<file path="src/rtl/spi_slave_core_if.sv">
// SPI slave bus bundle: the four SPI pins plus the word-level tx/rx
// handshake seen by the system-clock side.
interface spi_slave_core_if #(
  parameter int data_width = 16
);
  logic                  sclk;
  logic                  mosi;
  logic                  ss;
  logic                  miso;
  logic                  miso_oe;
  logic [data_width-1:0] tx_data;
  logic                  tx_valid;
  logic                  tx_ready;
  logic [data_width-1:0] rx_data;
  logic                  rx_valid;
  logic                  tx_underrun;
  logic                  busy;

  // The SPI slave core: receives the pins and the word to send.
  modport slave (
    input  sclk, mosi, ss, tx_data, tx_valid,
    output miso, miso_oe, tx_ready, rx_data, rx_valid, tx_underrun, busy
  );

  // The surrounding system / SPI master driving the core.
  modport master (
    output sclk, mosi, ss, tx_data, tx_valid,
    input  miso, miso_oe, tx_ready, rx_data, rx_valid, tx_underrun, busy
  );
endinterface

</file>
<file path="src/rtl/spi_slave_core.sv">
// spi_slave_core: oversampled SPI slave. The SPI pins are synchronized into
// the clk domain and sclk edges are detected there, so nothing runs on sclk.
// Full duplex: every received word is paired with one transmitted word taken
// from a single-entry holding register.
// Optional build macro SPI_SLAVE_LSB_FIRST_EN: shift LSB first on both miso
// and mosi (default is MSB first).
module spi_slave_core #(
  parameter bit clk_polarity = 1'b0,
  parameter bit clk_phase    = 1'b0,
  parameter int data_width   = 16
) (
  input logic             clk,
  input logic             rst_n,
  spi_slave_core_if.slave bus
);

  localparam int cnt_w = $clog2(data_width);
  localparam logic [cnt_w-1:0] last_bit = cnt_w'(data_width - 1);

  typedef enum logic {IDLE, ACTIVE} state_t;

  state_t state, state_next;

  logic sclk_meta, sclk_sync, sclk_prev;
  logic mosi_meta, mosi_sync;
  logic ss_meta, ss_sync, ss_prev;
  logic [1:0] settle;
  logic ss_armed;

  logic sclk_rise, sclk_fall, lead_edge, trail_edge;
  logic sample_edge, shift_edge;
  logic ss_fall, ss_rise;

  logic busy_int, word_start, active_run, exit_word;

  logic [data_width-1:0] tx_shift, rx_shift, rx_next, hold_data, rx_data_q;
  logic [cnt_w-1:0] bit_cnt;
  logic hold_full, arm_pending, skip_shift;
  logic rx_valid_q, tx_underrun_q;
  logic word_done, load_next, do_load, do_shift, tx_accept;

  // Two-flop synchronizers on the pins plus one more stage for edge detection.
  always_ff @(posedge clk or negedge rst_n) begin
    if (!rst_n) begin
      sclk_meta <= clk_polarity;
      sclk_sync <= clk_polarity;
      sclk_prev <= clk_polarity;
      mosi_meta <= 1'b0;
      mosi_sync <= 1'b0;
      ss_meta   <= 1'b1;
      ss_sync   <= 1'b1;
      ss_prev   <= 1'b1;
    end else begin
      sclk_meta <= bus.sclk;
      sclk_sync <= sclk_meta;
      sclk_prev <= sclk_sync;
      mosi_meta <= bus.mosi;
      mosi_sync <= mosi_meta;
      ss_meta   <= bus.ss;
      ss_sync   <= ss_meta;
      ss_prev   <= ss_sync;
    end
  end

  // After reset, only accept an ss fall once ss has really been seen high,
  // so a select still held low through reset does not restart a transfer.
  always_ff @(posedge clk or negedge rst_n) begin
    if (!rst_n) begin
      settle   <= 2'd0;
      ss_armed <= 1'b0;
    end else begin
      if (settle != 2'd3) settle <= settle + 2'd1;
      if (settle == 2'd3 && ss_sync) ss_armed <= 1'b1;
    end
  end

  // Edge classification on the synchronized pins.
  always_comb begin
    sclk_rise   = sclk_sync & ~sclk_prev;
    sclk_fall   = ~sclk_sync & sclk_prev;
    lead_edge   = clk_polarity ? sclk_fall : sclk_rise;
    trail_edge  = clk_polarity ? sclk_rise : sclk_fall;
    sample_edge = clk_phase ? trail_edge : lead_edge;
    shift_edge  = clk_phase ? lead_edge : trail_edge;
    ss_fall     = ss_prev & ~ss_sync & ss_armed;
    ss_rise     = ~ss_prev & ss_sync;
  end

  // FSM state register.
  always_ff @(posedge clk or negedge rst_n) begin
    if (!rst_n) state <= IDLE;
    else        state <= state_next;
  end

  // FSM next state: ss fall opens a transfer, ss rise closes it at any bit.
  always_comb begin
    state_next = state;
    case (state)
      IDLE:    if (ss_fall) state_next = ACTIVE;
      ACTIVE:  if (ss_rise) state_next = IDLE;
      default: state_next = IDLE;
    endcase
  end

  // FSM outputs: busy level and the strobes that steer the datapath.
  always_comb begin
    busy_int   = 1'b0;
    word_start = 1'b0;
    active_run = 1'b0;
    exit_word  = 1'b0;
    case (state)
      IDLE: word_start = ss_fall;
      ACTIVE: begin
        busy_int   = 1'b1;
        active_run = ~ss_rise;
        exit_word  = ss_rise;
      end
      default: ;
    endcase
  end

  // Word boundary and shift decisions for the current cycle.
  always_comb begin
    word_done = active_run & sample_edge & (bit_cnt == last_bit);
    load_next = active_run & (clk_phase ? word_done : (shift_edge & arm_pending));
    do_load   = word_start | load_next;
    do_shift  = active_run & shift_edge & ~skip_shift & ~load_next;
    tx_accept = bus.tx_valid & ~hold_full;
`ifdef SPI_SLAVE_LSB_FIRST_EN
    rx_next = {mosi_sync, rx_shift[data_width-1:1]};
`else
    rx_next = {rx_shift[data_width-2:0], mosi_sync};
`endif
  end

  // Single-entry holding register; a load and a new accept may share a cycle.
  always_ff @(posedge clk or negedge rst_n) begin
    if (!rst_n) begin
      hold_full <= 1'b0;
      hold_data <= '0;
    end else begin
      if (do_load) hold_full <= 1'b0;
      if (tx_accept) begin
        hold_full <= 1'b1;
        hold_data <= bus.tx_data;
      end
    end
  end

  // Transmit shift register: load at word start, shift on shift edges.
  always_ff @(posedge clk or negedge rst_n) begin
    if (!rst_n) begin
      tx_shift      <= '0;
      skip_shift    <= 1'b0;
      tx_underrun_q <= 1'b0;
    end else begin
      tx_underrun_q <= do_load & ~hold_full;
      if (exit_word) begin
        tx_shift   <= '0;
        skip_shift <= 1'b0;
      end else if (do_load) begin
        tx_shift   <= hold_full ? hold_data : '0;
        skip_shift <= clk_phase;
      end else if (do_shift) begin
`ifdef SPI_SLAVE_LSB_FIRST_EN
        tx_shift <= tx_shift >> 1;
`else
        tx_shift <= tx_shift << 1;
`endif
      end else if (active_run & shift_edge & skip_shift) begin
        skip_shift <= 1'b0;
      end
    end
  end

  // Receive path: sample mosi, count bits, publish complete words.
  always_ff @(posedge clk or negedge rst_n) begin
    if (!rst_n) begin
      rx_shift    <= '0;
      rx_data_q   <= '0;
      rx_valid_q  <= 1'b0;
      bit_cnt     <= '0;
      arm_pending <= 1'b0;
    end else begin
      rx_valid_q <= 1'b0;
      if (exit_word || word_start) begin
        rx_shift    <= '0;
        bit_cnt     <= '0;
        arm_pending <= 1'b0;
      end else begin
        if (load_next) arm_pending <= 1'b0;
        if (active_run && sample_edge) begin
          rx_shift <= rx_next;
          if (bit_cnt == last_bit) begin
            rx_data_q   <= rx_next;
            rx_valid_q  <= 1'b1;
            bit_cnt     <= '0;
            arm_pending <= ~clk_phase;
          end else begin
            bit_cnt <= bit_cnt + cnt_w'(1);
          end
        end
      end
    end
  end

`ifdef SPI_SLAVE_LSB_FIRST_EN
  assign bus.miso = tx_shift[0];
`else
  assign bus.miso = tx_shift[data_width-1];
`endif
  assign bus.miso_oe     = ~ss_sync;
  assign bus.tx_ready    = ~hold_full;
  assign bus.rx_data     = rx_data_q;
  assign bus.rx_valid    = rx_valid_q;
  assign bus.tx_underrun = tx_underrun_q;
  assign bus.busy        = busy_int;

endmodule

</file>
<file path="src/flat_wrapper.sv">
// flat-port wrapper written by rule: the top's interface ports become plain ports
module spi_slave_core_flat 
#(
  parameter bit clk_polarity = 1'b0,
  parameter bit clk_phase    = 1'b0,
  parameter int data_width   = 16
)
  (clk, rst_n, bus_sclk, bus_mosi, bus_ss, bus_tx_data, bus_tx_valid, bus_miso, bus_miso_oe, bus_tx_ready, bus_rx_data, bus_rx_valid, bus_tx_underrun, bus_busy);
  spi_slave_core_if #(.data_width(data_width)) bus_i ();
  input logic clk;
  input logic rst_n;
  input wire logic [$bits(bus_i.sclk)-1:0] bus_sclk;
  input wire logic [$bits(bus_i.mosi)-1:0] bus_mosi;
  input wire logic [$bits(bus_i.ss)-1:0] bus_ss;
  input wire logic [$bits(bus_i.tx_data)-1:0] bus_tx_data;
  input wire logic [$bits(bus_i.tx_valid)-1:0] bus_tx_valid;
  output wire logic [$bits(bus_i.miso)-1:0] bus_miso;
  output wire logic [$bits(bus_i.miso_oe)-1:0] bus_miso_oe;
  output wire logic [$bits(bus_i.tx_ready)-1:0] bus_tx_ready;
  output wire logic [$bits(bus_i.rx_data)-1:0] bus_rx_data;
  output wire logic [$bits(bus_i.rx_valid)-1:0] bus_rx_valid;
  output wire logic [$bits(bus_i.tx_underrun)-1:0] bus_tx_underrun;
  output wire logic [$bits(bus_i.busy)-1:0] bus_busy;
  assign bus_i.sclk = bus_sclk;
  assign bus_i.mosi = bus_mosi;
  assign bus_i.ss = bus_ss;
  assign bus_i.tx_data = bus_tx_data;
  assign bus_i.tx_valid = bus_tx_valid;
  assign bus_miso = bus_i.miso;
  assign bus_miso_oe = bus_i.miso_oe;
  assign bus_tx_ready = bus_i.tx_ready;
  assign bus_rx_data = bus_i.rx_data;
  assign bus_rx_valid = bus_i.rx_valid;
  assign bus_tx_underrun = bus_i.tx_underrun;
  assign bus_busy = bus_i.busy;
  spi_slave_core #(.clk_polarity(clk_polarity), .clk_phase(clk_phase), .data_width(data_width)) u_core (.clk(clk), .rst_n(rst_n), .bus(bus_i));
endmodule
</file>
<file path="config.mk">
export PLATFORM = sky130hd
export DESIGN_NAME = spi_slave_core_flat
export DESIGN_NICKNAME = d
export VERILOG_FILES = /design/src/rtl/spi_slave_core_if.sv /design/src/rtl/spi_slave_core.sv /design/src/flat_wrapper.sv
export SDC_FILE = /design/constraint.sdc
export NUM_CORES = 1
export LEC_CHECK = 0
export BUFFER_PORTS_ARGS = -buffer_cell sky130_fd_sc_hd__buf_2
export CAP_MARGIN = 20
export CELL_PAD_IN_SITES_DETAIL_PLACEMENT = 0
export CELL_PAD_IN_SITES_GLOBAL_PLACEMENT = 1
export CORE_MARGIN = 5
export CORE_UTILIZATION = 40
export DETAILED_ROUTE_END_ITERATION = 10
export GPL_TIMING_DRIVEN = 0
export PLACE_DENSITY = 0.76
export SYNTH_ARGS = -nofsm -noshare
export SYNTH_HDL_FRONTEND = slang
export SYNTH_SLANG_ARGS = --single-unit
</file>
<file path="constraint.sdc">
create_clock -name clk -period 3.65 [get_ports clk]
set_input_delay 0.1825 -clock clk [delete_from_list [all_inputs] [get_ports clk]]
set_output_delay 0.1825 -clock clk [all_outputs]
set_load 0.005 [all_outputs]
</file>
After elaboration in Yosys (flattened, before gate mapping) --
Cells that the tools add are included.
Storage, ports and cells: input port bits 22, output and inout port bits 22, flip-flop bits (word level) 84, word-level logic and storage cells 89
Operators by class: reductions and logical operators 9, bitwise operators 24, multiplexer cells 29, add/subtract/negate cells 2, equal/unequal tests 4
Operators by type and width (number):
- two-way mux 16 bit | 4
- two-way mux 15 bit | 2
- two-way mux 1 bit | 19
- bitwise AND 1 bit | 13
- two-way mux 4 bit | 3
- NOT 1 bit | 10
- nonzero test 3 bit | 2
- adder 4 x 1 -> 4 bit (second input constant) | 1
- == test 4 bit (second input constant) | 1
- nonzero test 2 bit | 2
- inequality test 3 x 1 -> 1 bit (second input constant) | 1
- AND reduction 3 bit | 1
- adder 2 x 1 -> 2 bit (second input constant) | 1
- == test 2 bit (second input constant) | 1
- logical AND 1 bit | 2
- inequality test 2 bit (second input constant) | 1
- case mux 1 bit (2 select lines) | 1
- AND reduction 2 bit | 1
- logical OR 1 bit | 1
- OR 1 bit | 1

Depth between registers and ports, before layout --
depth after elaboration 10, gate-level depth with buffers 7, mapped depth without buffers 5

Worst setup path after synthesis --
Ideal clock, no wire load.
kind register to register, start reg u_core.ss_prev, end reg u_core.rx_data_q[10], in the netlist u_core.bus.rx_data[10], setup time 0.127 ns, path buffers 3, required time 3.523 ns, clock period less this slack 1.939 ns, data arrival time 1.811 ns, setup slack 1.711 ns, stages on the path, launching flop included 8, cell sequence dfstp_2 > nand2b_1 > buf_2 > nand3_4 > or3_1 > buf_2 > buf_6 > mux2_1
Between the ends: longest elaborated chain between the ends 6, elaborated cells on any way between the ends 12, classes of those cells 3 x mux; 6 x bitwise; 3 x reduce/logical
RTL lines:
- start: declaration | RTL line spi_slave_core.sv:26 | logic ss_meta, ss_sync, ss_prev;
- start signal: assignment | RTL line spi_slave_core.sv:61 | ss_prev <= ss_sync;
- bitwise AND 1 bit or NOT 1 bit (tied branches) | RTL line spi_slave_core.sv:85, spi_slave_core.sv:86
- bitwise AND 1 bit (on tied branches) | RTL line spi_slave_core.sv:85, spi_slave_core.sv:86
- two-way mux 1 bit or NOT 1 bit (tied branches) | RTL line spi_slave_core.sv:111, spi_slave_core.sv:115
- logical OR 1 bit or two-way mux 1 bit (tied branches) | RTL line spi_slave_core.sv:186, spi_slave_core.sv:111
- NOT 1 bit (no line) or logical AND 1 bit (tied branches)
- AND reduction 3 bit (no line) *
- end signal: assignment | RTL line spi_slave_core.sv:195 | rx_data_q <= rx_next;
- end: declaration | RTL line spi_slave_core.sv:36 | logic [data_width-1:0] tx_shift, rx_shift, rx_next, hold_data, rx_data_q;
Mark *: on every way between the ends. The rest lies on a longest branch, timed or not. A chain may end at the register's enable or synchronous reset.

Worst setup path after layout --
start reg u_core.ss_sync, end reg u_core.tx_shift[9]
Between the ends: longest elaborated chain between the ends 7, elaborated cells on any way between the ends 17, classes of those cells 5 x mux; 11 x bitwise; 1 x reduce/logical
RTL lines:
- start: declaration | RTL line spi_slave_core.sv:26
- start signal: assignment | RTL line spi_slave_core.sv:60 | ss_sync <= ss_meta;
- bitwise AND 1 bit or NOT 1 bit (tied branches) | RTL line spi_slave_core.sv:86, spi_slave_core.sv:85
- NOT 1 bit or bitwise AND 1 bit (tied branches) | RTL line spi_slave_core.sv:115, spi_slave_core.sv:85
- two-way mux 1 bit or bitwise AND 1 bit (tied branches) | RTL line spi_slave_core.sv:111, spi_slave_core.sv:85
- bitwise AND 1 bit, or another cell as far along (2 in series) | RTL line spi_slave_core.sv:127 | do_shift = active_run & shift_edge & ~skip_shift & ~load_next;
- bitwise AND 1 bit or two-way mux 16 bit (tied branches) | RTL line spi_slave_core.sv:127, spi_slave_core.sv:161
- nonzero test 3 bit (no line) or two-way mux 16 bit (tied branches)
- end signal: assignment | RTL line spi_slave_core.sv:162 | tx_shift <= hold_full ? hold_data : '0;
- end signal: assignment | RTL line spi_slave_core.sv:168 | tx_shift <= tx_shift << 1;
- end: declaration | RTL line spi_slave_core.sv:36
Several ways; a longest one is shown, not always the timed one.

==> results by group <==
Synthesis
  • Largest family of logic cells by synthesized area: compound AO/OA/AOI/OAI gates
  • Yosys warns: 0
  • Post-Syn Nets: 278
  • Post-Synth Adder-Cell Area: 0.764%
  • Simple-Gate Fraction of Synth Area: 7.91%
  • Synth cell types: 37
  • Synthesized cell area: 3280 µm²
  • Sequential cell area fraction in the yosys report: 63.5%
  • Syn Inst Count: 254
  • Syn_area_per_cell: 12.9 µm²
  • Synth Register Bits: 83
  • Post-synthesis xor/xnor area fraction: 0.535%
  • Post-synthesis mux area share: 11.3%
  • Compound-Gate Fraction of Synth Area: 13.1%

Setup path
  • Worst setup SP type: flop
  • CP Capture Type: flop
  • R2R setup slack: 1.41 ns
  • Max FO, Critical Path: 10
  • FF-to-FF path depth: 6
  • CP Data Arrival Time: 2.50 ns
  • Critical path required time: 3.91 ns
  • Reg2reg start: u_core.ss_sync
  • Setup Crit Path Kind: reg -> reg
  • RR Endpoint: u_core.tx_shift[9]

Global routing
  • Pin count of the biggest net entering global routing: 58
  • First-pass GRT wire length: 10200 µm
  • Remaining Overflow, GRT: 0
  • Initial antenna violation count: 0
  • Vias in the first global route: 2111
  • Total GRT Usage: 13.0%

Clock tree
  • Clock tree buffer depth: 2
  • CTS tree: yes
  • Clock Tree Root: clkbuf_8
  • Latest clock arrival within the worst-skew pair: 0.34 ns
  • Clock transition at path regs: 0.08 ns
  • CTS H-Tree Depth: 3
  • Total CTS buffers: 9
  • CTS Sinks: 83

Power
  • Total internal power: 0.00175 W
  • Clk pwr share: 33.8%
  • Comb pwr share: 14.8%
  • Pleak: 1.83 nW
  • Worst vdd ir: 0.000328 V
  • Power per cell area: 590 nW/µm²
  • Sw frac: 24.5%
  • Psw: 0.000568 W
  • Flop pwr share: 51.4%

STA
  • Max-slew violation count: 0
  • F_max: 447 MHz
  • Post-route setup slack: 1.41 ns
  • Final min period: 2.24 ns
  • Final setup TNS: 0 ns
  • Worst slew pin tran: 0.811 ns
  • Unrepaired setup endpoints after global routing: no
  • Final Hold Vio Count: 0
  • Final Setup Violations: 0
  • Slew HR: 45.2%
  • Setup Skew: 0.00831 ns
  • Tcrit/Tclk final: 61.3%

Final layout
  • Nets: 337
  • N_diodes: 0
  • Leading cell types in the layout, fill and taps excluded: 80 x dfrtp_1, 47 x buf_2, 33 x nand2_1, 23 x mux2_2, 19 x a21oi_1
  • Commonest non-fill, non-tap cell in the layout: dfrtp_1
  • Fill cells: 746
  • Ratio of cells with drive above 1 in the final layout: 28.6%
  • Area grow syn2layout: 20.1%

Placement
  • Port Buffers: 43
  • Placement Setup Slack: 1.47 ns
  • Gpl congestion: 0.721
  • Hpwl dp: 4120 µm

Die
  • Die width: 100 µm
  • Die Y: 100 µm
  • Core area: 8090 µm²
  • FP Rows: 33
  • Full die area: 10100 µm²
  • I/O pin cnt: 44
  • Initial Utilization: 40.5%

Drt
  • WL final: 5990 µm
  • Vias post-DR: 2137
  • ANT nets after route: 0
  • Initial drt markers: 53
  • Vias per cell: 5.05
  • DRT Pass-1 Iters: 4
  • Wire per inst: 14.2 µm
  • Remaining DRCs: 0

Min path
  • Hold depth: 2
  • Hold Crit Class: in -> reg
  • Hold Path Sink: u_core.hold_data[10]
  • HP Start: bus_tx_data[10]

Job
  • Max cap viols: 0

Run status
  • Outcome: finished, final reports clean
## area by class of cell
type                       count  area, µm²  share of cell area (%)
sequential                    83       2080                    52.9
inverter                       6       22.5                   0.572
clock buffer                  12        145                    3.69
clock inverter                 4       97.6                    2.48
timing repair buffer          48        285                    7.25
tap                          105        131                    3.34
buffer                        15       70.1                    1.78
multi-input combinational    150       1100                    28.0
## logic make-up after synthesis
group / count (synthesis)
simple gates: 52
compound gates: 61
buf+inv: 21
fa+ha+maj: 2
xor+xnor: 2
mux: 33
flops: 83
## layer usage
| layer | vias up | share of wire, % | track usage, % |
|---|---|---|---|
| met3 | 8 | 5.5 | 4.84 |
| li1 | 1027 | - | - |
| met4 | 0 | 1.1 | 3.73 |
| met1 | 1057 | 47 | 17.7 |
| met5 | - | 0 | 0 |
| met2 | 45 | 46 | 19.5 |
## synth_stat cells, drive strengths merged
cell type | n | share of area, %
nand3 | 2 | 0.69
nand3b | 1 | 0.23
nand2 | 33 | 3.8
o21ai | 2 | 0.31
o32ai | 1 | 0.27
mux2 | 33 | 11
and3 | 1 | 0.19
o31ai | 1 | 0.23
and2 | 1 | 0.19
xnor2 | 2 | 0.53
nor4bb | 1 | 0.31
clkbuf | 8 | 0.92
a21o | 3 | 0.69
a21oi | 19 | 2.9
a22oi | 15 | 3.4
ha | 2 | 0.76
nand4bb | 1 | 0.34
nand2b | 1 | 0.19
nor2b | 4 | 0.76
nand4 | 1 | 0.19
inv | 6 | 0.69
or4 | 1 | 0.23
buf | 7 | 1.2
o22ai | 1 | 0.19
or3 | 1 | 0.19
dfrtp | 80 | 61
dfstp | 3 | 2.4
a22o | 2 | 0.53
nand4b | 1 | 0.27
a41oi | 1 | 0.27
nor2 | 3 | 0.34
o2bb2ai | 16 | 4.3
## worst max path at each step
| stage | start | endpoint | slack [ns] | depth (start not counted) |
|---|---|---|---|---|
| 6_report | u_core.ss_sync | u_core.tx_shift[9] | 1.41 | 6 |
| 3_3_place_gp | u_core.ss_sync | u_core.tx_shift[10] | 1.48 | 6 |
| 2_1_floorplan | u_core.ss_prev | u_core.bus.rx_data[10] | 1.71 | 7 |
| 4_1_cts | u_core.ss_sync | u_core.tx_shift[9] | 1.44 | 6 |
| 5_1_grt | u_core.ss_sync | u_core.tx_shift[10] | 1.20 | 6 |
| 3_5_place_dp | u_core.ss_sync | u_core.tx_shift[10] | 1.47 | 6 |
## sequential cells by signal (all words and copies together) (netlist names), 2 cells and up
| register | flops |
|---|---|
| u_core.hold_data | 16 |
| u_core.settle | 2 |
| u_core.tx_shift | 16 |
| u_core.bit_cnt | 4 |
| u_core.bus.rx_data | 16 |
| u_core.rx_shift | 15 |
## power by group through the flow
stage                     registers (W)  clock network, W  logic, W
after floorplan                 0.00117                 0  0.000259
after global placement          0.00121                 0  0.000332
after detailed placement        0.00121                 0  0.000349
after CTS                       0.00119          0.000805  0.000352
after global routing            0.00122          0.000850  0.000387
final                           0.00119          0.000786  0.000344
## worst max-delay path, cell delays in order, from the launching register on
cell and delay (ns):
dfstp_2 0.60, nand2b_1 0.06, buf_2 0.15, a41oi_1 0.69
buf_2 0.36, a22oi_1 0.13, o2bb2ai_1 0.15
## through the flow
stage / std cells / power (W) / hold WS [ns] / utilization, % / instance area (µm²)
6_report: 423 / 0.00232 / 0.0651 / 48.6 / 3940
5_1_grt: 423 / 0.00245 / 0.0382 / 48.6 / 3940
4_1_cts: 423 / 0.00235 / 0.0460 / 48.6 / 3940
3_5_place_dp: 403 / 0.00156 / 0.126 / 45.1 / 3650
3_3_place_gp: 402 / 0.00154 / 0.289 / 44.8 / 3620
2_1_floorplan: 254 / 0.00143 / -0.113 / - / 3280
## timing repair
item / 4_1_cts / 5_1_grt
setup buffers: 0 / 0
gates resized for setup: 0 / 0
hold buffers: 4 / 0
hold endpoints to repair: 29 / 0
Note: power is estimated with default switching activity, not from simulation.
